## config.mk

```make
export PLATFORM = sky130hd
export DESIGN_NAME = floo_htif_mailbox
export DESIGN_NICKNAME = d
export VERILOG_FILES = /design/src/rtl/floo_htif_mailbox.sv
export SDC_FILE = /design/constraint.sdc
export NUM_CORES = 1
export LEC_CHECK = 0
export ABC_AREA = 1
export BUFFER_PORTS_ARGS = -buffer_cell sky130_fd_sc_hd__buf_4
export CAP_MARGIN = 20
export CORE_MARGIN = 10
export CORE_UTILIZATION = 50
export CTS_CLUSTER_DIAMETER = 60
export DETAILED_ROUTE_END_ITERATION = 16
export PLACE_DENSITY = 0.83
export SYNTH_ARGS = -nofsm -noshare
export SYNTH_HDL_FRONTEND = slang
export SYNTH_SLANG_ARGS = --single-unit
```

## constraint.sdc

```tcl
create_clock -name clk_i -period 5.25 [get_ports clk_i]
set_clock_uncertainty 0.2 [all_clocks]
set_input_delay 0.525 -clock clk_i [delete_from_list [all_inputs] [get_ports clk_i]]
set_output_delay 0.525 -clock clk_i [all_outputs]
set_load 0.01 [all_outputs]
```

## src/rtl/floo_htif_mailbox.sv

```systemverilog
// floo_htif_mailbox: device-side tohost/fromhost mailbox for the FlooNoC test
// harness. This is a single-outstanding memory-mapped responder. Nonzero,
// non-exit tohost words are forwarded to the host. The block also latches the
// program exit code and holds one fromhost word offered by the host.
module floo_htif_mailbox #(
  parameter int unsigned          AddrWidth = 32,
  parameter logic [AddrWidth-1:0] BaseAddr  = 32'h0000_1000
) (
  input  logic                 clk_i,
  input  logic                 rst_ni,
  // device request
  input  logic                 req_valid_i,
  output logic                 req_ready_o,
  input  logic                 req_write_i,
  input  logic [AddrWidth-1:0] req_addr_i,
  input  logic [63:0]          req_wdata_i,
  input  logic [7:0]           req_strb_i,
  // device response
  output logic                 rsp_valid_o,
  input  logic                 rsp_ready_i,
  output logic [63:0]          rsp_rdata_o,
  output logic                 rsp_err_o,
  // host side
  output logic                 tohost_valid_o,
  output logic [63:0]          tohost_data_o,
  input  logic                 tohost_ready_i,
  input  logic                 fromhost_valid_i,
  input  logic [63:0]          fromhost_data_i,
  output logic                 fromhost_ready_o,
  // exit latch
  output logic                 exit_valid_o,
  output logic [31:0]          exit_code_o
);

  typedef enum logic {IDLE, RESP} state_e;

  typedef struct packed {
    logic [63:0] rdata;
    logic        err;
  } rsp_t;

  localparam logic [AddrWidth-1:0] ToAddr   = BaseAddr;
  localparam logic [AddrWidth-1:0] FromAddr = BaseAddr + AddrWidth'(8);

  state_e      state_q;
  logic [63:0] tohost_q, fromhost_q;
  logic        tohost_pend_q;

  logic        aligned, hit_to, hit_from, stall;
  logic        req_fire, wr_to, wr_from, pop, host_load;
  logic [63:0] to_merged, from_merged;
  rsp_t        rsp_d;

  // Byte-lane merge of write data into an existing register value.
  function automatic logic [63:0] merge(input logic [63:0] cur,
                                        input logic [63:0] wdata,
                                        input logic [7:0]  strb);
    logic [63:0] m;
    m = cur;
    for (int b = 0; b < 8; b++)
      if (strb[b]) m[b*8 +: 8] = wdata[b*8 +: 8];
    return m;
  endfunction

  assign aligned  = (req_addr_i[2:0] == 3'b000);
  assign hit_to   = aligned && (req_addr_i == ToAddr);
  assign hit_from = aligned && (req_addr_i == FromAddr);

  // A pending tohost word blocks further tohost writes. The stall uses the
  // registered pend bit, so a same-cycle pop does not release the write early.
  assign stall       = req_write_i && hit_to && tohost_pend_q;
  assign req_ready_o = (state_q == IDLE) && !stall;
  assign req_fire    = req_valid_i && req_ready_o;
  assign wr_to       = req_fire && req_write_i && hit_to;
  assign wr_from     = req_fire && req_write_i && hit_from;

  assign to_merged   = merge(tohost_q,   req_wdata_i, req_strb_i);
  assign from_merged = merge(fromhost_q, req_wdata_i, req_strb_i);

  assign tohost_valid_o = tohost_pend_q;
  assign tohost_data_o  = tohost_q;
  assign pop            = tohost_pend_q && tohost_ready_i;

  // The device write wins over a host offer in the same cycle. The offer
  // stays pending because ready is withheld.
  assign fromhost_ready_o = (fromhost_q == '0) && !wr_from;
  assign host_load        = fromhost_valid_i && fromhost_ready_o;

  // Build the response for the accepted request. Bad addresses read 0 with err.
  always_comb begin
    rsp_d = '0;
    if (!(hit_to || hit_from)) rsp_d.err = 1'b1;
    else if (!req_write_i)     rsp_d.rdata = hit_to ? tohost_q : fromhost_q;
  end

  // Request/response FSM with registered response outputs.
  always_ff @(posedge clk_i or negedge rst_ni) begin
    if (!rst_ni) begin
      state_q     <= IDLE;
      rsp_valid_o <= 1'b0;
      rsp_rdata_o <= '0;
      rsp_err_o   <= 1'b0;
    end else begin
      case (state_q)
        IDLE: if (req_fire) begin
          state_q     <= RESP;
          rsp_valid_o <= 1'b1;
          rsp_rdata_o <= rsp_d.rdata;
          rsp_err_o   <= rsp_d.err;
        end
        RESP: if (rsp_ready_i) begin
          state_q     <= IDLE;
          rsp_valid_o <= 1'b0;
        end
        default: begin
          state_q     <= IDLE;
          rsp_valid_o <= 1'b0;
        end
      endcase
    end
  end

  // tohost register, pend flag and the sticky exit latch.
  always_ff @(posedge clk_i or negedge rst_ni) begin
    if (!rst_ni) begin
      tohost_q      <= '0;
      tohost_pend_q <= 1'b0;
      exit_valid_o  <= 1'b0;
      exit_code_o   <= '0;
    end else if (wr_to) begin
      tohost_q <= to_merged;
      if (to_merged[0]) begin
        // Exit word: only the first one is recorded. It is never forwarded.
        tohost_pend_q <= 1'b0;
        if (!exit_valid_o) begin
          exit_valid_o <= 1'b1;
          exit_code_o  <= to_merged[32:1];
        end
      end else begin
        tohost_pend_q <= (to_merged != '0);
      end
    end else if (pop) begin
      tohost_q      <= '0;
      tohost_pend_q <= 1'b0;
    end
  end

  // fromhost register: the device write (usually an ack of 0) or a host load.
  always_ff @(posedge clk_i or negedge rst_ni) begin
    if (!rst_ni)        fromhost_q <= '0;
    else if (wr_from)   fromhost_q <= from_merged;
    else if (host_load) fromhost_q <= fromhost_data_i;
  end

endmodule
```

=== Word-level counts from Yosys, hierarchy flattened ===
Cells that the tools add are included.

* Flip-flop bits (word level): 229
* Input port bits: 175
* Output and inout bits: 166
* Logic and storage cells: 95

* Eq/ne operators: 12
* Mux-type cells: 33
* Bitwise logic cells: 2
* Reduce and logical (&&, ||, !) cells: 32

{| class="wikitable"
|+ Operators with widths
! cell !! number
|-
| 64-bit two-way mux || 7
|-
| 8-bit two-way mux || 16
|-
| 32-bit by 13-bit == test with 1-bit output (second input constant) || 2
|-
| 64-bit zero test || 1
|-
| 64-bit nonzero test || 1
|-
| 2-bit AND reduction || 11
|-
| 2-bit inequality test (second input constant) || 10
|-
| 1-bit logical AND || 12
|-
| 1-bit two-way mux || 8
|-
| 1-bit one-hot mux with 2 select lines || 2
|-
| 2-bit nonzero test || 2
|-
| 3-bit zero test || 1
|-
| 3-bit AND reduction || 1
|-
| 1-bit zero test || 2
|-
| 1-bit inverter || 2
|-
| 1-bit logical OR || 1
|}

=== Longest topological paths before layout ===
Gate-level depths: netlist of the first run.

* Word-level depth: 14
* Gate-level depth with buffers: 15
* Mapped depth without buffers: 14

=== Worst setup path before layout of the first run ===
No wires, ideal clock.

* Kind: in2out
* Start point: in req_addr_i[11]
* End point: out fromhost_ready_o
* Data arrival time: 1628 ps
* Required time: 4525 ps
* Path slack: 2897 ps
* Stages: 9
* Buffers on the path: 0
* Path through: nor2_1 -> nand2_1 -> nor2_2 -> nand2_2 -> nor2_8 -> nand2_4 -> nand4_4 -> nor2_8 -> nor3_1

* Word-level cells in the longest chain between the ends: 11
* Elaborated cells between the ends (all ways): 13
* Classes of those cells: 2 x eq/ne; 11 x reduce/logical

{| class="wikitable"
|+ RTL lines
! what !! line !! source
|-
| start: declaration || 15 || <nowiki>input logic [AddrWidth-1:0] req_addr_i,</nowiki>
|-
| 32-bit by 13-bit == test with 1-bit output || 66 || <nowiki>assign hit_to = aligned && (req_addr_i == ToAddr);</nowiki>
|-
| 1-bit logical AND || 66 ||
|-
| 1-bit logical AND (2 in a row) || 71 || <nowiki>assign stall = req_write_i && hit_to && tohost_pend_q;</nowiki>
|-
| 1-bit zero test || 72 || <nowiki>assign req_ready_o = (state_q == IDLE) && !stall;</nowiki>
|-
| 1-bit logical AND || 72 ||
|-
| 1-bit logical AND || 73 || <nowiki>assign req_fire = req_valid_i && req_ready_o;</nowiki>
|-
| 1-bit logical AND || 75 || <nowiki>assign wr_from = req_fire && req_write_i && hit_from;</nowiki>
|-
| 1-bit logical AND * || 75 ||
|-
| 1-bit zero test * || 86 || <nowiki>assign fromhost_ready_o = (fromhost_q == '0) && !wr_from;</nowiki>
|-
| 1-bit logical AND * || 86 ||
|-
| end: declaration || 29 || <nowiki>output logic fromhost_ready_o,</nowiki>
|}

Every way passes the cells marked *; elsewhere a longest branch is shown, timed or not.

=== Final worst setup path of the first run ===
* Start point: reg tohost_pend_q (netlist: tohost_valid_o)
* End point: out fromhost_ready_o

* Word-level cells in the longest chain between the ends: 8

{| class="wikitable"
|+ RTL lines
! what !! line !! source
|-
| start: declaration || 47 || <nowiki>logic tohost_pend_q;</nowiki>
|-
| start signal: assignment || 140 || <nowiki>tohost_pend_q <= (to_merged != '0);</nowiki>
|-
| 1-bit logical AND || 71 ||
|-
| 1-bit zero test || 72 ||
|-
| 1-bit logical AND || 72 ||
|-
| 1-bit logical AND || 73 ||
|-
| 1-bit logical AND (2 in a row) || 75 ||
|-
| 1-bit zero test || 86 ||
|-
| 1-bit logical AND || 86 ||
|}

No other way between the ends.

==> results.cfg, run 1 <==
[final_layout]
multi_input_area_um2 = 5498
seq_area_um2 = 5731
drive_above_1_share_pct = 26.76
antenna_cells = 0
areaGrowthSynthToFinish_pct = 28.15
fin_util_pct = 65.68
nFillCells = 2014
nNetsFinal = 1988

[sta]
hold_violations = 0
finalMaxSlewViolations = 0
tns_ps = 0
setup_slack_ps = 1931
fmax_mhz = 301.3
setup_viol = 0
worstMarginPinSlew_ps = 1169
grt_setup_unrepaired = no
max-slew-margin-rel_pct = 22.04
period_share_pct = 63.22
fin_crit_ps = 3319

[worst_hold_path]
min_path_cells = 5
min_path_type = in -> reg

[run]
maxCapViolCount = 0

[logic_synthesis]
synth_cells = 1524
synth_nets = 1699
ys_warn_count = 0
ys_seq_area_share_pct = 47.21
ys_types = 33
synth_area_um2 = 12140
syn_area_per_cell_um2 = 7.964
ys_ff_latch = 229

[outcome]
status = finished clean

[placement]
port_buffers = 340
gp_congestion = 0.8915
dpl_worst_slack_ps = 1552
dpl.hpwl_um = 29810

[floorplan]
io_pins = 341
die_y_um = 175.8
core_um2 = 23680
start_util_pct = 51.25
die_w_um = 175.8
core.rowCount = 56
die_area_um2 = 30910

[setup_path]
ff2ff_path_depth = 9
critPathRequiredTime_ps = 4530
end_kind = primary output
path_max_fanout = 35
crit_path_start_kind = register
crit_type = reg -> out
cp_data_arrival_time_ps = 2590

[global_routing]
antenna_found_initial = 0
globalRoute.totalOverflow = 0
grtUsageTotal_pct = 25.83
grt_pass1_wl_um = 64800
grt_max_degree = 132
first_global_vias = 11816

[cts]
cts_buffers = 26
post_cts_buffers = 0
cts_tree = done
cts_htree_levels = 1
cts_resized = 0
insertion_delay_ps = 520
clk_pin_slew_ps = 60
root_buffer = clkbuf_16
cts_max_path_buffers = 3
numClockSinks = 229

[routing]
wl_per_cell_um = 19.40
first_pass_iters = 9
drc = 0
vias_per_cell = 5.584
ant_nets = 0
dr_total_vias = 12006
drt_iter0_markers = 1175
totalWireLength_um = 41710

[power]
vdd_ir_drop_max_mv = 0.1343
power.density_nw_per_um2 = 258.1
leakagePower_uw = 0.007862
## synthesized netlist by cell type
cell        n  share of area [%]
nand4_2     2               0.21
a21oi_1     1              0.041
o31ai_1     5               0.31
and3_1      1              0.052
nand4_4     1               0.18
inv_2       4               0.12
nor2_4      1              0.093
nor4_1     13               0.67
inv_1      99                3.1
nor3_2      1              0.082
nand2_1   586                 18
o21a_1     15               0.93
nor2_1     51                1.6
nand3_4     1               0.14
buf_4      10               0.62
o21ai_0   123                5.1
dfrtp_1   229                 47
nand2_2    14               0.72
and3b_1     1              0.072
nand3_1    78                3.2
buf_6      15                1.4
nor2_8      3               0.49
buf_2      41                1.7
nor3_1      3               0.12
nor2_2      3               0.15
nand2_4     7               0.65
a21o_1      1              0.062
o21ai_1    74                3.1
nand4_1     8               0.41
nand3_2     2               0.16
o31ai_2    60                6.2
clkbuf_1   26               0.80
o22ai_1    45                2.3
## state kept, by name, summed over array words and instances, names as in the netlist
| signal | cells |
|---|---|
| fromhost_q | 64 |
| rsp_rdata_o | 64 |
| tohost_data_o | 64 |
| exit_code_o | 32 |
| exit_valid_o | 1 |
| rsp_err_o | 1 |
| rsp_valid_o | 1 |
| state_q | 1 |
| tohost_valid_o | 1 |
## kinds of logic after synthesis
logic type / Yosys count / synth area share, %
buffers and inverters: 195 / 7.690
flip-flops: 229 / 47.21
AND/OR/NAND/NOR: 776 / 27.13
AO/OA/AOI/OAI: 324 / 17.97
## where the power goes
part	switching, µW	total [µW]	internal, µW
Combinational	227	377	150
Sequential	26.7	1820	1790
Clock	721	1820	1090
## through the flow
stage	hold WS [ps]	area, µm²	cells	total power [µW]
floorplan	29.41	12140	1524	2025
global placement	257.4	14680	2102	2219
detailed placement	259.7	14680	2102	2226
CTS	99.53	15550	2150	4032
global route	125.0	15550	2150	4145
finish	110.8	15550	2150	4014
## critical path, cell delays in order (launching register included)
cell and delay, ps:
dfrtp_1 430, nand2_1 90, inv_1 70, nand2_4 90, nand4_4 550, nor2_8 560
nor3_1 80, buf_4 170
## final timing paths
| path | startpoint | endpoint | slack [ps] |
|---|---|---|---|
| max | tohost_valid_o | fromhost_ready_o | 1930 |
| min | req_wdata_i[61] | fromhost_q[61] | 110 |
| max reg2reg | fromhost_q[55] | fromhost_q[57] | 2070 |
| min reg2reg | exit_code_o[0] | exit_code_o[0] | 270 |
| max in group asynchronous | rst_ni | fromhost_q[22] | 3250 |
| min in group asynchronous | rst_ni | tohost_data_o[49] | 420 |
## what timing repair did
item | CTS | global route
setup endpoints to repair | 0 | 0
endpoints found under the hold margin | 99 | 0
hold buffers | 2 | 0
## layer usage
layer  up-vias  track usage [%]  wire length (µm)
li1       5602                -                 -
met5         -                0                 0
met2       645            43.18             19900
met4         0            9.431              1642
met1      5657            32.53             16730
met3       102            4.997              3434
## cells in the final DEF (no fill, tap or decap), types with 2 or more instances in the layout
cell type      instances
buf_4                348
dfrtp_1              229
nand2_4                7
clkinv_2               4
clkbuf_1               7
buf_12                 2
nor2_2                 3
nor2_1                51
dlygate4sd3_1          2
nand2_2               14
nor3_1                 3
nor4_1                13
nand4_1                8
o21a_1                15
o21ai_1               74
nand4_4                2
clkbuf_16             27
bufinv_16              2
clkbuf_8               4
o31ai_2               60
nor2_8                 3
nand2_1              586
nand3_4                2
inv_1                 99
inv_2                  4
o22ai_1               45
o21ai_0              123
o31ai_1                5
nand3_1               78
## layout make-up
type	instances	share of cell area, %
clock buffers	38	4.866
clock inverters	8	0.6194
inverters	103	2.486
multi-input cells	1100	35.34
flip-flops and latches	229	36.84
well taps	319	2.566
repair buffers	353	17.28
No activity file was read; power rests on OpenSTA's default activity.
==> run 2, diff against run 1 <==
- CORE_UTILIZATION: 50 -> 48
- clock period: 5.25 -> 3 ns (I/O delays scaled with it)
==> run 2 against run 1 <==
Against the previous run:
- worst hold slack got worse by 93 ps
- core utilization increased by 3.0 points
- first-iteration DRC count rose by 25%
- register-to-register slack worse by 1700 ps
- clock power up 71%
- critical path depth fell by 1
- global-route usage up 2.2 points
- largest cell class unchanged
==> results.cfg, run 2 (synthesis results as in run 1) <==
[outcome]
status = finished clean

[cts]
cts_htree_levels = 1
clk_pin_slew_ps = 60
cts_tree = done
cts_resized = 0
cts_max_path_buffers = 3
numClockSinks = 229
cts_buffers = 26
root_buffer = clkbuf_16
insertion_delay_ps = 530

[setup_path]
critPathRequiredTime_ps = 2500
path_max_fanout = 3
cp_data_arrival_time_ps = 2300
crit_path_start_kind = register
end_kind = primary output
crit_type = reg -> out

[routing]
wl_per_cell_um = 20.10
totalWireLength_um = 46780
first_pass_iters = 5
dr_total_vias = 13158
drt_iter0_markers = 1472
ant_nets = 0
drc = 0
vias_per_cell = 5.654

[floorplan]
core_um2 = 25040
die_area_um2 = 32050
io_pins = 341
start_util_pct = 48.48
die_y_um = 179.0
core.rowCount = 58
die_w_um = 179.0

[worst_hold_path]
min_path_type = in -> reg

[final_layout]
layout_commonest_cell = nand2_1
nFillCells = 1891
nNetsFinal = 2152
final_cell_mix = nand2_1, buf_4, dfrtp_1, dlygate4sd3_1, o21ai_0
areaGrowthSynthToFinish_pct = 41.62
seq_area_um2 = 5731
drive_above_1_share_pct = 25.29
multi_input_area_um2 = 5504

[sta]
holdWs_ps = 17.69
finalMaxSlewViolations = 0
period_share_pct = 93.35
fmax_mhz = 357.1
grt_setup_unrepaired = no
worstMarginPinSlew_ps = 1099
fin_crit_ps = 2801
setup_viol = 0
tns_ps = 0
max-slew-margin-rel_pct = 26.74
hold_violations = 0

[placement]
gp_congestion = 0.8932
dpl.hpwl_um = 30700
port_buffers = 340

[power]
power.density_nw_per_um2 = 415.8
leakagePower_uw = 0.008543
vdd_ir_drop_max_mv = 0.3198

[global_routing]
grt_pass1_wl_um = 72040
globalRoute.totalOverflow = 0
grt_max_degree = 133
antenna_found_initial = 3
first_global_vias = 13495
grtUsageTotal_pct = 28.05

[run]
maxCapViolCount = 0
[run 2: changes by cell type in the layout (fill, tap and decap cells not counted), sizes merged]
cell         before  now
nor2             58   59
diode             0    4
bufinv            2    0
buf             351  363
clkinv            4    3
clkinvlp          1    3
dlygate4sd3       2  153
clkbuf           38   37
[run 2: worst max-delay path: stages (launching register included)]
cell	delay, ps
dfrtp_1	440
nor4_1	330
nand2_1	90
nor2_1	230
nand3_1	140
nor3_1	350
buf_4	190
[run 2: final timing paths]
kind / cells past startpoint / from / slack, ps / end
min in group asynchronous: 2 / rst_ni / 160 / tohost_data_o[49]
worst min register to register: 2 / exit_code_o[27] / 270 / exit_code_o[27]
worst min-delay path: 4 / req_wdata_i[26] / 20 / tohost_data_o[26]
worst max register to register: 11 / tohost_valid_o / 330 / fromhost_q[46]
worst max-delay path: 6 / fromhost_q[62] / 200 / fromhost_ready_o
max in group asynchronous: 3 / rst_ni / 1510 / exit_code_o[30]
[run 2: through the flow]
| stage | utilization, % | setup WS [ps] | cells | cell area [µm²] | total power (µW) |
|---|---|---|---|---|---|
| after floorplan | - | 1092 | 1524 | 12140 | 3544 |
| after global placement | 59.15 | 181.8 | 2123 | 14810 | 3892 |
| after detailed placement | 59.15 | 163.8 | 2123 | 14810 | 3905 |
| after CTS | 68.54 | 10.20 | 2320 | 17160 | 7121 |
| after global routing | 68.65 | 120.3 | 2326 | 17190 | 7371 |
| final | 68.66 | 199.4 | 2327 | 17190 | 7148 |
[run 2: layout make-up]
class	count	area share [%]
diodes	4	0.05823
clock buffers	37	4.498
clock inverters	7	0.2693
inverters	103	2.249
multi-input cells	1101	32.02
flip-flops and latches	229	33.34
well taps	330	2.402
repair buffers	516	25.17
[run 2: what timing repair did]
item	4_1_cts	5_1_grt
endpoints found under the setup margin	0	42
setup buffers	0	2
endpoints found under the hold margin	177	0
hold buffers	153	0
[run 2: power breakdown]
group	internal (µW)	switching [µW]
Sequential	3140	44.1
Clock	1780	1330
Combinational	400	451
Total	5320	1820
[run 2: routing by layer]
layer / global-route usage (%) / wire, µm / vias up
met4: 13.88 / 2387 / 0
met5: 0 / 0 / -
li1: - / - / 5938
met3: 5.855 / 4401 / 193
met1: 34.10 / 17560 / 6213
met2: 46.48 / 22430 / 814
